===== src/rtl/pwm_pkg.sv =====
// pwm_pkg: channel mode encoding shared by the multi-channel PWM driver
package pwm_pkg;
  typedef enum logic [1:0] {
    MODE_OFF     = 2'd0,
    MODE_ON      = 2'd1,
    MODE_STATIC  = 2'd2,
    MODE_BREATHE = 2'd3
  } mode_t;
endpackage


===== src/rtl/pwm_channel.sv =====
// pwm_channel: one LED output with config, breathe ramp, boundary latch and output register
module pwm_channel
  import pwm_pkg::*;
#(
  parameter int PWM_WIDTH = 8
) (
  input  logic                 CLK,
  input  logic                 RST,
  input  logic                 we,
  input  logic                 tick,
  input  logic [1:0]           mode,
  input  logic [PWM_WIDTH-1:0] duty,
  input  logic [PWM_WIDTH-1:0] pwm,
  output logic                 led
);
  localparam logic [PWM_WIDTH-1:0] MAX = '1;
  localparam logic [PWM_WIDTH-1:0] ONE = PWM_WIDTH'(1);
  mode_t                mode_cfg, mode_act;
  logic [PWM_WIDTH-1:0] duty_cfg, duty_act, level;
  logic                 dir;
  // config writes win over the breathe step; a breathe write also sets the phase
  always_ff @(posedge CLK) begin
    if (RST) begin
      mode_cfg <= MODE_OFF;
      duty_cfg <= '0;
      level    <= '0;
      dir      <= 1'b1;
    end else if (we) begin
      mode_cfg <= mode_t'(mode);
      duty_cfg <= duty;
      if (mode_t'(mode) == MODE_BREATHE) begin
        level <= duty;
        dir   <= 1'b1;
      end
    end else if (tick && mode_cfg == MODE_BREATHE) begin
      level <= dir ? (level == MAX ? MAX - ONE : level + ONE) : (level == '0 ? ONE : level - ONE);
      dir   <= dir ? level != MAX : level == '0;
    end
  end
  // active settings change only at the period boundary so pulses are never cut short
  always_ff @(posedge CLK) begin
    if (RST) begin
      mode_act <= MODE_OFF;
      duty_act <= '0;
      led      <= 1'b0;
    end else begin
      if (pwm == MAX) begin
        mode_act <= mode_cfg;
        duty_act <= mode_cfg == MODE_OFF ? '0 : mode_cfg == MODE_BREATHE ? level : duty_cfg;
      end
      led <= mode_act == MODE_ON || (mode_act != MODE_OFF && duty_act > pwm);
    end
  end
endmodule


===== src/rtl/pwm_breathe_multi.sv =====
// pwm_breathe_multi: shared PWM counter and ramp prescaler driving CHANNELS LED outputs
module pwm_breathe_multi
  import pwm_pkg::*;
#(
  parameter int CHANNELS  = 3,
  parameter int PWM_WIDTH = 8,
  parameter int RAMP_DIV  = 14,
  localparam int AW       = CHANNELS > 1 ? $clog2(CHANNELS) : 1
) (
  input  logic                 CLK,
  input  logic                 RST,
  input  logic                 cfg_we,
  input  logic [AW-1:0]        cfg_addr,
  input  logic [1:0]           cfg_mode,
  input  logic [PWM_WIDTH-1:0] cfg_duty,
  output logic [CHANNELS-1:0]  LED
);
  logic [PWM_WIDTH-1:0] pwm;
  logic [RAMP_DIV-1:0]  presc;
  logic                 tick;
  assign tick = &presc;
  // free-running period counter and ramp prescaler
  always_ff @(posedge CLK) begin
    if (RST) begin
      pwm   <= '0;
      presc <= '0;
    end else begin
      pwm   <= pwm + PWM_WIDTH'(1);
      presc <= presc + RAMP_DIV'(1);
    end
  end
  for (genvar i = 0; i < CHANNELS; i++) begin : g_ch
    pwm_channel #(.PWM_WIDTH(PWM_WIDTH)) u_ch (
      .CLK  (CLK),
      .RST  (RST),
      .we   (cfg_we && cfg_addr == AW'(i)),
      .tick (tick),
      .mode (cfg_mode),
      .duty (cfg_duty),
      .pwm  (pwm),
      .led  (LED[i])
    );
  end
endmodule


===== config.mk =====
export PLATFORM = sky130hd
export DESIGN_NAME = pwm_breathe_multi
export DESIGN_NICKNAME = d
export VERILOG_FILES = /design/src/rtl/pwm_pkg.sv /design/src/rtl/pwm_channel.sv /design/src/rtl/pwm_breathe_multi.sv
export SDC_FILE = /design/constraint.sdc
export NUM_CORES = 1
export LEC_CHECK = 0
export ABC_CLOCK_PERIOD_IN_PS = 2250
export BUFFER_PORTS_ARGS = -buffer_cell sky130_fd_sc_hd__clkbuf_2
export CAP_MARGIN = 20
export CORE_UTILIZATION = 33
export DETAILED_ROUTE_END_ITERATION = 8
export PLACE_DENSITY = 0.56
export SLEW_MARGIN = 5
export SYNTH_ARGS = -nofsm -noshare
export SYNTH_HDL_FRONTEND = slang
export SYNTH_SLANG_ARGS = --single-unit

===== constraint.sdc =====
create_clock -name CLK -period 2.25 [get_ports CLK]
set_input_delay 0.45 -clock CLK [delete_from_list [all_inputs] [get_ports CLK]]
set_output_delay 0.45 -clock CLK [all_outputs]
set_load 0.01 [all_outputs]

# == Word level (Yosys, flattened, before mapping) ==
# Cells that the tools add are included.
# word_totals
register_bits,112
inputBits,15
output_inout_bits,3
word_cells,114
# classes
muxes,32
n_reduce_logical,29
n_addsub,8
order_cmp,3
n_eq_ne,19
# ops
cell,n
$mux W8,22
$add A8 B1 Y8 const B,4
$eq A8 B8 Y1 const B,4
$gt A8 B8 Y1,3
$logic_not A8 Y1,3
$ne A8 B8 Y1 const B,3
$sub A8 B1 Y8 const B,3
$add A14 B1 Y14 const B,1
$reduce_and A14 Y1,1
$reduce_bool A2 Y1,6
$eq A2 B2 Y1 const B,5
$mux W1,10
$logic_and A1 B1 Y1,9
$eq A2 B1 Y1 const B,4
$logic_not A2 Y1,4
$ne A2 B2 Y1 const B,3
$reduce_and A2 Y1,3
$logic_or A1 B1 Y1,3

# == Logic depth before layout (Yosys ltp) ==
# Gate-level depths: netlist of the first run.
# logic_depth
ltp_word,5
ltp_mapped,8
depth_no_buf,7

# == Modules after synthesis ==
# From an unflattened synthesis of the first run, not the netlist that was laid out.
# unflattened
hier_cells,799
hier_area_um2,6670.1
# by_module_without_submodules
module,cells_each,area_each_um2,instances,seq_area_each_um2
pwm_channel,232,1908.1,3,600.6
pwm_breathe_multi,103,945.9,1,440.4

# == Worst setup path after synthesis of the first run ==
# OpenSTA, ideal clock, no wires.
# synth_path
path_type,register -> register
start,register g_ch[2].u_ch.level[0]
end,register g_ch[2].u_ch.level[4]
stages_incl_launch_ff,8
n_path_buf,0
setup_ns,0.132
t_arrival_ns,1.751
synth_period_minus_slack_ns,1.883
path_slack_ns,0.367
path_cell_list,dfxtp_1 inv_1 ha_1 or4b_4 and3_1 a221o_1 o221ai_1 a21oi_1
# synth_between
elab_chain_cells,5
# synth_lines
element,line,text
from (decl),pwm_channel.sv:19,"logic [PWM_WIDTH-1:0] duty_cfg, duty_act, level;"
from (signal assigned),pwm_channel.sv:32,level <= duty;
from (signal assigned),pwm_channel.sv:36,level <= dir ? (level == MAX ? MAX - ONE : level + ONE) : (level == '0 ? ONE : level - ONE);
$sub A8 B1 Y8 (tied with other cells),pwm_channel.sv:36,
$mux W8,pwm_channel.sv:36,
$mux W8 (*),pwm_channel.sv:36,
$mux W8 (*),pwm_channel.sv:35,end else if (tick && mode_cfg == MODE_BREATHE) begin
$mux W8 (*),pwm_channel.sv:28,end else if (we) begin
# Mark *: on every way between the ends. The rest lies on a longest branch, timed or not. The select of a mux whose other input is x is not followed.
# A chain may end at the register's enable or synchronous reset.

# == Worst setup path after layout of the first run ==
# layout_path
start,register g_ch[1].u_ch.level[1]
end,register g_ch[1].u_ch.level[0]
# layout_between
elab_chain_cells,5
# layout_lines
element,line
from (decl),pwm_channel.sv:19
from (signal assigned),pwm_channel.sv:32
from (signal assigned),pwm_channel.sv:36
$eq A8 B8 Y1 / $logic_not A8 Y1 (equally long branches),pwm_channel.sv:36
$mux W8,pwm_channel.sv:36
$mux W8 (*),pwm_channel.sv:36
$mux W8 (*),pwm_channel.sv:35
$mux W8 (*),pwm_channel.sv:28
# Marked as above.

==> run summary, run 1 <==
### Synthesis
* 928 — number of nets produced by synthesis
* 6730 sq um — netlist area before placement
* 0.215 — complex-gate fraction of the synthesized area
* 0 — yosys synthesis warning count
* 0 — EDFF count, synth
* 7.67 sq um — Post-Syn Area per Cell
* 112 — flop and latch count out of synthesis
* 0.258 — simple-gate portion of the synthesized area
* 0.0511 — mux share of post-synthesis cell area
* 0.0650 — adder and majority gate portion of the synthesized area
* 0.0221 — Synth Area in XOR/XNOR
* 878 — synthesized instance count
* 69 — number of distinct library cell variants in the gate-level netlist after synthesis
* simple AND/OR/NAND/NOR gates — largest family of logic cells by synthesized area
* 0 — fraction of registers with async set or reset after synthesis
* 0.333 — sequential fraction of the synthesis area
* dfxtp_1 — flip-flop cell with the highest count after synthesis

### Cells and area
* 2,075 — number of filler cells placed in the layout
* nand2_1 — leading cell type in the layout, fill and taps excluded
* 0.145 — fraction of final layout cells with drive strength greater than 1
* 12.2% — area delta synth->final
* 194 x nand2_1, 112 x dfxtp_1, 98 x a21oi_1 — commonest cells after routing, fill and taps aside
* 941 — final net count
* 0 — number of diodes added for antenna fixing
* 0.383 — share of the core filled with cells in the final layout
* 1,161 — non-filler instance count after layout

### Setup path
* flop — Crit. End Element
* 2520 ps — Critical Path RT
* g_ch[1].u_ch.level[1] — start point of the critical path
* flop — Worst setup SP type
* 250 ps — setup slack on the worst flop-to-flop path
* 9 — maximum net fanout on the critical path
* flop to flop — type of the setup path with the least slack
* g_ch[1].u_ch.level[1] — r2r startpoint
* 2270 ps — crit path DAT

### Clocking
* 0 — number of buffers inserted by post-CTS setup repair
* built — TritonCTS clock tree
* 2 — maximum root-to-sink buffer count
* 80 ps — clock slew seen by the registers of the worst setup and hold paths
* 360 ps — clock latency on the worst-skew pair
* 0 — post-cts gate resize count
* clkbuf_16 — cell chosen for the clock root
* 0 — count of hold buffers inserted by post-cts repair
* 3 — maximum level of the CTS H-tree
* 112 — number of clock sinks
* 9 — total CTS buffers

### Drt
* 5.33 — DR vias/cell
* 298 — number of violations reported at the end of detailed-routing iteration 0
* 5 — drt pass-1 iters
* 0 — antenna-violating nets left
* 0 — final routed DRC violation total
* 6,190 — via count
* 18.3 mm — wire length reported by the detailed router
* 15.8 um — Avg WL per Cell

### Die
* 18 — number of top-level design ports
* 145 um — chip height
* 145 um — Die Wd
* 0.342 — effective utilization at floorplan
* 19,700 sq um — Core Area
* 21,000 sq um — area of the die
* 51 — Placement Rows

### Pwr
* 3.04 mW — cell internal power dissipation
* 0.501 — sequential share of power
* 2.73 nW — Leak Pwr
* 1.03 mW — reported net switching power
* 0.417 — clock share of power
* 0.348 mV — maximum resistive drop on vdd
* 539 nW/um^2 — Cell Pwr Density
* 0.082 — Comb pwr share
* 0.254 — Sw Ratio

### Timing
* 0.888 — share of the cycle needed by the critical path after routing
* no — unrepaired setup endpoints after global routing
* 2000 ps — clock period minus final worst setup slack
* 601 ps — Tightest Pin Transition
* 0 — max-slew violations
* 500 MHz — Fmax
* 0.599 — Worst slew margin
* 0 ps — aggregate negative setup slack
* 0 — total of endpoints with negative setup slack in the final report
* 5.80 ps — post-route clock skew
* 0 — count of final hold-check violations

### Placement
* 1,145 — post-placement cell count
* 0.874 — Placer Congestion
* 17 — port buffer count
* 13.1 mm — post-detail-place hpwl

### GRT
* 30.2 mm — wire length of the first global-routing pass
* 54 — largest net degree at the start of global routing
* 5,668 — number of global-route vias before repair
* 0 — grt total ovfl
* 0 — antenna violations before repair
* 0.187 — all-layer global routing usage

### Run status
* completed — result of the run

### Worst hold path
* primary input to flop — class of the tightest hold or removal check
* cfg_duty[0] — beginning of the worst hold path

### Run
* 0 — max-cap check violation count

## critical path, cell delays in order, from the launching register on
cell      delay [ps]
dfxtp_1          400
inv_1            150
ha_1             200
nor4b_2          410
nand2_1          160
o21a_1           190
o21a_1           160
a221oi_1         230
## layer usage
layer / vias up / track usage / share of wire / wire [um]
li1: 3175 / - / - / -
met1: 2897 / 0.254 / 0.48 / 8810
met2: 99 / 0.298 / 0.46 / 8500
met3: 19 / 0.0306 / 0.034 / 625
met4: 0 / 0.0632 / 0.020 / 367
met5: - / 0 / 0 / 0
## cell families after synthesis
kind of cell	Yosys count
muxes	31
DFF	112
and+or+nand+nor	362
AOI/OAI and AO/OA	231
buffers and inverters	90
adders and majority gates	35
xor gates and xnor gates	17
## synth_stat cells, types with 4 or more instances
master,instances,area [sq um]
clkbuf_1,45,169
xor2_1,8,70.1
a311oi_1,4,35.0
nand4_1,24,150
xnor2_1,9,78.8
dfxtp_1,112,2240
nor2_1,40,150
buf_2,13,65.1
mux2_2,27,304
a221oi_1,5,43.8
nand2_1,194,728
nor4_1,4,25.0
o21ai_0,45,225
and4_1,5,43.8
o221ai_1,10,87.6
or3_1,7,43.8
a21oi_1,98,490
nand3b_1,9,67.6
o211ai_1,8,60.1
mux2i_1,4,40.0
nor3_1,11,55.1
ha_1,35,438
a211o_1,5,43.8
nand2b_1,7,43.8
a211oi_1,13,97.6
a31oi_1,4,25.0
nand3_1,24,120
o31ai_1,6,45.0
nor2b_1,8,50.1
inv_1,27,101
and3_1,5,31.3
## flip-flops by register name, summed over array words and instances, names as in the netlist
signal,count
g_ch.u_ch.led,3
g_ch.u_ch.level,24
presc,14
pwm,8
g_ch.u_ch.mode_act,6
g_ch.u_ch.duty_act,24
g_ch.u_ch.mode_cfg,6
g_ch.u_ch.dir,3
g_ch.u_ch.duty_cfg,24
## per-stage QoR
step / hold WS [ps] / cell area, sq um / setup slack, ps / power [mW]
CTS: 425 / 7560 / 235 / 4.12
finish: 443 / 7560 / 252 / 4.08
floorplan: 413 / 6730 / 367 / 2.29
global placement: 427 / 7250 / 252 / 2.42
detailed placement: 436 / 7250 / 216 / 2.42
global route: 442 / 7560 / 8.48 / 4.24
## power by group through the flow
stage | Combinational [mW] | Sequential, mW | Clock [mW]
after detailed placement | 0.335 | 2.09 | 0
after CTS | 0.337 | 2.04 | 1.74
final | 0.335 | 2.04 | 1.70
after floorplan | 0.216 | 2.08 | 0
after global placement | 0.333 | 2.09 | 0
after global routing | 0.372 | 2.05 | 1.82
## worst paths after layout
kind / to / cells past startpoint
setup / recovery: g_ch[1].u_ch.level[0] / 7
hold / removal: g_ch[1].u_ch.duty_cfg[0] / 3
setup reg to reg: g_ch[1].u_ch.level[0] / 7
hold reg to reg: presc[0] / 1
## cell type report
| cell class | instances | area (sq um) | area share |
|---|---|---|---|
| inverters | 27 | 101 | 0.0134 |
| clock buffers | 10 | 239 | 0.0316 |
| repair buffers | 65 | 460 | 0.0609 |
| well taps | 265 | 332 | 0.0439 |
| flip-flops and latches | 112 | 2240 | 0.297 |
| clock inverters | 6 | 67.6 | 0.00894 |
| multi-input cells | 676 | 4120 | 0.545 |
(Power assumes the default switching activity.)
==> inputs of run 2 (changes only) <==
--- a/config.mk
+++ b/config.mk
@@ -5,12 +5,14 @@
 export SDC_FILE = /design/constraint.sdc
 export NUM_CORES = 1
 export LEC_CHECK = 0
-export ABC_CLOCK_PERIOD_IN_PS = 2250
-export BUFFER_PORTS_ARGS = -buffer_cell sky130_fd_sc_hd__clkbuf_2
+export ABC_CLOCK_PERIOD_IN_PS = 2600
+export BUFFER_PORTS_ARGS = -buffer_cell sky130_fd_sc_hd__buf_2
 export CAP_MARGIN = 20
+export CELL_PAD_IN_SITES_DETAIL_PLACEMENT = 1
+export CELL_PAD_IN_SITES_GLOBAL_PLACEMENT = 2
 export CORE_UTILIZATION = 33
 export DETAILED_ROUTE_END_ITERATION = 8
-export PLACE_DENSITY = 0.56
+export PLACE_DENSITY = 0.8
 export SLEW_MARGIN = 5
 export SYNTH_ARGS = -nofsm -noshare
 export SYNTH_HDL_FRONTEND = slang
==> constraint.sdc (replaced) <==
create_clock -name CLK -period 2.6 [get_ports CLK]
set_input_delay 0.52 -clock CLK [delete_from_list [all_inputs] [get_ports CLK]]
set_output_delay 0.52 -clock CLK [all_outputs]
set_load 0.01 [all_outputs]
==> run summary, run 2 (synthesis results as in run 1) <==
### Clocking
* 0 — count of hold buffers inserted by post-cts repair
* 3 — maximum level of the CTS H-tree
* built — TritonCTS clock tree
* 0 — number of buffers inserted by post-CTS setup repair
* 0 — post-cts gate resize count
* clkbuf_16 — cell chosen for the clock root
* 2 — maximum root-to-sink buffer count
* 370 ps — clock latency on the worst-skew pair
* 9 — total CTS buffers
* 90 ps — clock slew seen by the registers of the worst setup and hold paths
* 112 — number of clock sinks

### GRT
* 0 — antenna violations before repair
* 0.202 — all-layer global routing usage
* 0 — grt total ovfl
* 6,076 — number of global-route vias before repair
* 32.7 mm — wire length of the first global-routing pass
* 81 — largest net degree at the start of global routing

### Pwr
* 0.415 — clock share of power
* 0.276 — Sw Ratio
* 0.262 mV — maximum resistive drop on vdd
* 2.54 mW — cell internal power dissipation
* 969 uW — reported net switching power
* 474 nW/um^2 — Cell Pwr Density
* 0.081 — Comb pwr share
* 2.64 nW — Leak Pwr
* 0.505 — sequential share of power

### Drt
* 0 — final routed DRC violation total
* 4 — drt pass-1 iters
* 6,218 — via count
* 0 — antenna-violating nets left
* 19.9 mm — wire length reported by the detailed router
* 17.4 um — Avg WL per Cell
* 5.44 — DR vias/cell
* 264 — number of violations reported at the end of detailed-routing iteration 0

### Die
* 21,000 sq um — area of the die
* 19,700 sq um — Core Area
* 145 um — chip height
* 51 — Placement Rows
* 145 um — Die Wd
* 0.342 — effective utilization at floorplan
* 18 — number of top-level design ports

### Worst hold path
* presc[0] — beginning of the worst hold path
* flop to flop — class of the tightest hold or removal check
* presc[0] — sink of the worst hold path
* 1 — Cells on Worst Hold Path

### Setup path
* 2470 ps — crit path DAT
* g_ch[0].u_ch.level[2] — reg-to-reg critical path endpoint
* flop to flop — type of the setup path with the least slack
* presc[0] — r2r startpoint
* 450 ps — Max stage delay on crit path
* flop — Crit. End Element
* simple AND/OR/NAND/NOR gates — cell family with most CP delay
* 410 ps — setup slack on the worst flop-to-flop path
* ha_1, and4_1, nand4_1, o22a_2, or2_4, o31ai_1 — chain of cells forming the critical path
* flop — Worst setup SP type
* o22a_2 — cell with the biggest individual delay on the critical path
* 2880 ps — Critical Path RT
* 6 — number of cells traversed by the worst register-to-register path
* 6 — number of cells on the critical path
* presc[0] — start point of the critical path
* 13 — maximum net fanout on the critical path
* 0 — number of buffers and inverters on the critical path

### Cells and area
* 922 — final net count
* 194 x nand2_1, 112 x dfxtp_1, 98 x a21oi_1 — commonest cells after routing, fill and taps aside
* 2,453 — number of filler cells placed in the layout
* g_ch.u_ch.duty_act (24), g_ch.u_ch.duty_cfg (24), g_ch.u_ch.level (24) — Largest regs
* 1,142 — non-filler instance count after layout
* 0 — number of diodes added for antenna fixing
* 2240 sq um — storage element area
* 9.94% — area delta synth->final
* nand2_1 — leading cell type in the layout, fill and taps excluded
* 0.127 — fraction of final layout cells with drive strength greater than 1
* 4120 sq um — footprint of the multi-input gates

### Placement
* 14.4 mm — post-detail-place hpwl
* 0.886 — Placer Congestion
* 17 — port buffer count
* 1,126 — post-placement cell count

### Timing
* 0 — total of endpoints with negative setup slack in the final report
* 0.843 — share of the cycle needed by the critical path after routing
* 0 ps — aggregate negative setup slack
* 456 MHz — Fmax
* 2190 ps — clock period minus final worst setup slack
* no — unrepaired setup endpoints after global routing
* 0 — max-slew violations
* 12.6 ps — post-route clock skew
* 455 ps — worst hold slack after final layout
* 0.414 — Worst slew margin
* 879 ps — Tightest Pin Transition
* 0 — count of final hold-check violations

### Run status
* completed — result of the run

### Run
* 0 — max-cap check violation count

## run 2: cell types whose count changed in the layout (fill, tap and decap cells not counted)
cell | previous run | this run
buf_12 | 1 | 0
buf_2 | 0 | 16
buf_4 | 48 | 30
bufinv_16 | 1 | 0
clkbuf_2 | 16 | 0
clkbuf_8 | 1 | 0
clkinv_2 | 1 | 0
clkinv_4 | 1 | 0
clkinv_8 | 0 | 2
clkinvlp_4 | 2 | 0
inv_6 | 1 | 3
inv_8 | 0 | 2
## run 2: area by class of cell
| type | count | area share |
|---|---|---|
| well taps | 265 | 0.0448 |
| clock buffers | 9 | 0.0304 |
| inverters | 27 | 0.0137 |
| clock inverters | 7 | 0.0110 |
| multi-input cells | 676 | 0.556 |
| repair buffers | 46 | 0.0412 |
| flip-flops and latches | 112 | 0.303 |
## run 2: how the worst max path moves through the flow
stage / slack, ps / to
3_3_place_gp: 410 / g_ch[2].u_ch.level[2]
4_1_cts: 410 / g_ch[2].u_ch.level[2]
2_1_floorplan: 720 / g_ch[2].u_ch.level[4]
6_report: 410 / g_ch[0].u_ch.level[2]
5_1_grt: 260 / g_ch[0].u_ch.level[4]
3_5_place_dp: 370 / g_ch[0].u_ch.level[2]
## run 2: stage by stage
step | utilization | total power [mW] | worst slack [ps] | instance area [sq um]
finish | 0.375 | 3.51 | 408 | 7400
global placement | 0.360 | 2.09 | 411 | 7100
CTS | 0.375 | 3.55 | 406 | 7400
detailed placement | 0.360 | 2.09 | 372 | 7100
floorplan | - | 1.98 | 717 | 6730
global route | 0.375 | 3.64 | 262 | 7400
## run 2: per-layer routing
layer,part of all wire,up-vias,track usage,wire (um)
met1,0.51,3003,0.280,10200
li1,-,3132,-,-
met5,0,-,0,0
met3,0.027,21,0.0316,533
met2,0.45,62,0.328,8910
met4,0.014,0,0.0432,275
## run 2: power by group through the flow
stage / Sequential (mW) / Clock (mW) / Combinational [mW]
2_1_floorplan: 1.80 / 0 / 0.187
3_3_place_gp: 1.81 / 0 / 0.279
3_5_place_dp: 1.81 / 0 / 0.283
4_1_cts: 1.77 / 1.50 / 0.285
5_1_grt: 1.78 / 1.56 / 0.313
6_report: 1.77 / 1.45 / 0.283
## run 2: worst reg2reg max path, stage by stage (launching register included)
cell	delay [ps]
dfxtp_1	360
ha_1	220
and4_1	200
nand4_1	350
o22a_2	450
or2_4	290
o31ai_1	230
==> inputs of run 3 (changes only) <==
--- a/config.mk
+++ b/config.mk
@@ -5,14 +5,15 @@
 export SDC_FILE = /design/constraint.sdc
 export NUM_CORES = 1
 export LEC_CHECK = 0
-export ABC_CLOCK_PERIOD_IN_PS = 2600
+export ABC_AREA = 1
+export ABC_CLOCK_PERIOD_IN_PS = 2110
 export BUFFER_PORTS_ARGS = -buffer_cell sky130_fd_sc_hd__buf_2
 export CAP_MARGIN = 20
 export CELL_PAD_IN_SITES_DETAIL_PLACEMENT = 1
 export CELL_PAD_IN_SITES_GLOBAL_PLACEMENT = 2
 export CORE_UTILIZATION = 33
 export DETAILED_ROUTE_END_ITERATION = 8
-export PLACE_DENSITY = 0.8
+export PLACE_DENSITY = 0.84
 export SLEW_MARGIN = 5
 export SYNTH_ARGS = -nofsm -noshare
 export SYNTH_HDL_FRONTEND = slang
==> constraint.sdc (replaced) <==
create_clock -name CLK -period 2.11 [get_ports CLK]
set_input_delay 0.422 -clock CLK [delete_from_list [all_inputs] [get_ports CLK]]
set_output_delay 0.422 -clock CLK [all_outputs]
set_load 0.01 [all_outputs]
==> run summary, run 3 <==
### Run status
* completed — result of the run

### Clocking
* 2 — maximum root-to-sink buffer count
* 3 — maximum level of the CTS H-tree
* clkbuf_16 — cell chosen for the clock root
* 0 — count of hold buffers inserted by post-cts repair
* built — TritonCTS clock tree
* 112 — number of clock sinks
* 9 — total CTS buffers
* 370 ps — clock latency on the worst-skew pair
* 80 ps — clock slew seen by the registers of the worst setup and hold paths
* 0 — number of buffers inserted by post-CTS setup repair
* 0 — post-cts gate resize count

### Cells and area
* 1,082 — final net count
* 240 x nand2_1, 153 x inv_1, 112 x dfxtp_1 — commonest cells after routing, fill and taps aside
* nand2_1 — leading cell type in the layout, fill and taps excluded
* 10.9% — area delta synth->final
* g_ch.u_ch.duty_act (24), g_ch.u_ch.duty_cfg (24), g_ch.u_ch.level (24) — Largest regs
* 0.0743 — fraction of final layout cells with drive strength greater than 1
* 7400 sq um — post-route cell area
* 2,594 — number of filler cells placed in the layout
* 0 — number of diodes added for antenna fixing
* 0.377 — share of the core filled with cells in the final layout

### Synthesis
* 0.336 — sequential fraction of the synthesis area
* 6680 sq um — netlist area before placement
* 0 — fraction of registers with async set or reset after synthesis
* 1,075 — number of nets produced by synthesis
* dfxtp_1 — flip-flop cell with the highest count after synthesis
* 0 — yosys synthesis warning count
* 240 x nand2_1, 154 x inv_1, 112 x dfxtp_1 — most common library cells after synthesis
* 0 — EDFF count, synth
* 6.51 sq um — Post-Syn Area per Cell
* nand2_1 — most repeated cell in the gate-level netlist after synthesis
* 112 — flop and latch count out of synthesis
* dfxtp_1 — library cell with the largest summed area after synthesis
* 35 — number of distinct library cell variants in the gate-level netlist after synthesis
* dfxtp_1 34%, nand2_1 13%, inv_1 8.7%, a21oi_1 7.4%, ha_1 6.6% — largest cells by area after synthesis
* 1,025 — synthesized instance count
* 0.336 — top cell type's share of synthesized area

### Drt
* 0 — final routed DRC violation total
* 440 um — Detail Route met3 WL
* met4 — uppermost layer routed
* 330 — number of violations reported at the end of detailed-routing iteration 0
* 19.9 mm — wire length reported by the detailed router
* 4.96 — DR vias/cell
* 4 — drt pass-1 iters
* 6,462 — via count
* 15.3 um — Avg WL per Cell
* 0 — antenna-violating nets left
* 9.02 mm — sum of met2 wire segment lengths after detailed routing
* 10.2 mm — routed metal-1 wirelength

### Worst hold path
* primary input to flop — class of the tightest hold or removal check
* 3 — Cells on Worst Hold Path
* g_ch[1].u_ch.mode_cfg[0] — sink of the worst hold path
* cfg_mode[0] — beginning of the worst hold path

### Setup path
* 12 — maximum net fanout on the critical path
* flop — Crit. End Element
* 390 ps — setup slack on the worst flop-to-flop path
* g_ch[2].u_ch.level[2] — reg-to-reg critical path endpoint
* flop — Worst setup SP type
* 1970 ps — crit path DAT
* 10 — number of cells traversed by the worst register-to-register path
* presc[0] — r2r startpoint
* flop to flop — type of the setup path with the least slack
* 2370 ps — Critical Path RT

### Die
* 19,700 sq um — Core Area
* 144 um — chip height
* 20,800 sq um — area of the die
* 0.340 — effective utilization at floorplan
* 18 — number of top-level design ports
* 144 um — Die Wd
* 51 — Placement Rows

### Run
* 0 — max-cap check violation count

### Pwr
* 4.58 mW — Overall Power
* 0.417 mV — maximum resistive drop on vdd
* 3.23 nW — Leak Pwr
* 618 nW/um^2 — Cell Pwr Density

### Timing
* 0.813 — share of the cycle needed by the critical path after routing
* 0 ps — aggregate negative setup slack
* 0 — max-slew violations
* 638 ps — Tightest Pin Transition
* 583 MHz — Fmax
* 0 — total of endpoints with negative setup slack in the final report
* 12.3 ps — post-route clock skew
* no — unrepaired setup endpoints after global routing
* 0.571 — Worst slew margin
* 1720 ps — clock period minus final worst setup slack
* 0 — count of final hold-check violations
* 394 ps — PnR worst setup slack

### Placement
* 391 ps — dpl ws
* 15.1 mm — post-detail-place hpwl
* 7070 sq um — Post-DP Area
* 17 — port buffer count
* 0.813 — Placer Congestion

### GRT
* 0 — grt total ovfl
* 44 — largest net degree at the start of global routing
* 0.205 — all-layer global routing usage
* 0 — antenna violations before repair
* 6,399 — number of global-route vias before repair
* 33.0 mm — wire length of the first global-routing pass

-- run 3: changes by cell type after synthesis, moves of 10 or more --
cell and change:
o21ai_0 +29, mux2_2 -27, nor2_1 +60, o221ai_1 -10, clkbuf_1 -25, nand3_1 +52
nand2_1 +46, nand4_1 -16, inv_1 +127, o22ai_1 +20
-- run 3: final cells by class --
class / instances / area [sq um] / area share
multi-input combinational: 717 / 3670 / 0.495
sequential: 112 / 2240 / 0.303
inverter: 158 / 593 / 0.0801
tap: 265 / 332 / 0.0448
clock buffer: 14 / 274 / 0.0370
timing repair buffer: 34 / 238 / 0.0321
clock inverter: 2 / 60.1 / 0.00811
-- run 3: how the worst max path moves through the flow --
stage	startpoint	slack, ps	to	depth (start not counted)
floorplan	pwm[0]	590	g_ch[0].u_ch.duty_act[0]	7
global placement	g_ch[0].u_ch.level[2]	400	g_ch[0].u_ch.level[7]	8
finish	presc[0]	390	g_ch[2].u_ch.level[2]	10
global route	presc[0]	210	g_ch[2].u_ch.level[2]	10
CTS	presc[0]	380	g_ch[2].u_ch.level[2]	10
detailed placement	presc[0]	390	g_ch[2].u_ch.level[2]	10
-- run 3: where the power goes --
part / total (mW) / switching (mW) / internal, mW
Clock: 1.94 / 0.795 / 1.14
Sequential: 2.20 / 0.0413 / 2.16
Combinational: 0.446 / 0.292 / 0.154
-- run 3: critical path: stages, from the launching register on --
cell	delay (ps)
dfxtp_1	360
ha_1	180
nand2_1	80
nor2_2	120
nand2_2	120
nor2_8	220
nand3_4	140
nand2_4	160
inv_1	80
nor2_1	120
nor2_1	40
-- run 3: layer usage --
metal	GRT usage	vias up
li1	-	3312
met1	0.284	3065
met2	0.333	65
met3	0.0268	20
met4	0.0548	0
met5	0	-
-- run 3: logic make-up (layout without fill, tap and decap cells) --
kind of cell	Yosys count	in the layout	synth area share
compound gates	217	217	0.173
buf+inv	196	208	0.116
fa+ha+maj	35	35	0.0656
xor+xnor	10	10	0.0131
flops	112	112	0.336
simple gates	455	455	0.297
-- run 3: through the flow --
step	cells	hold slack (ps)
after global routing	1302	387
after floorplan	1025	418
after CTS	1302	362
after global placement	1286	430
after detailed placement	1286	439
final	1302	377
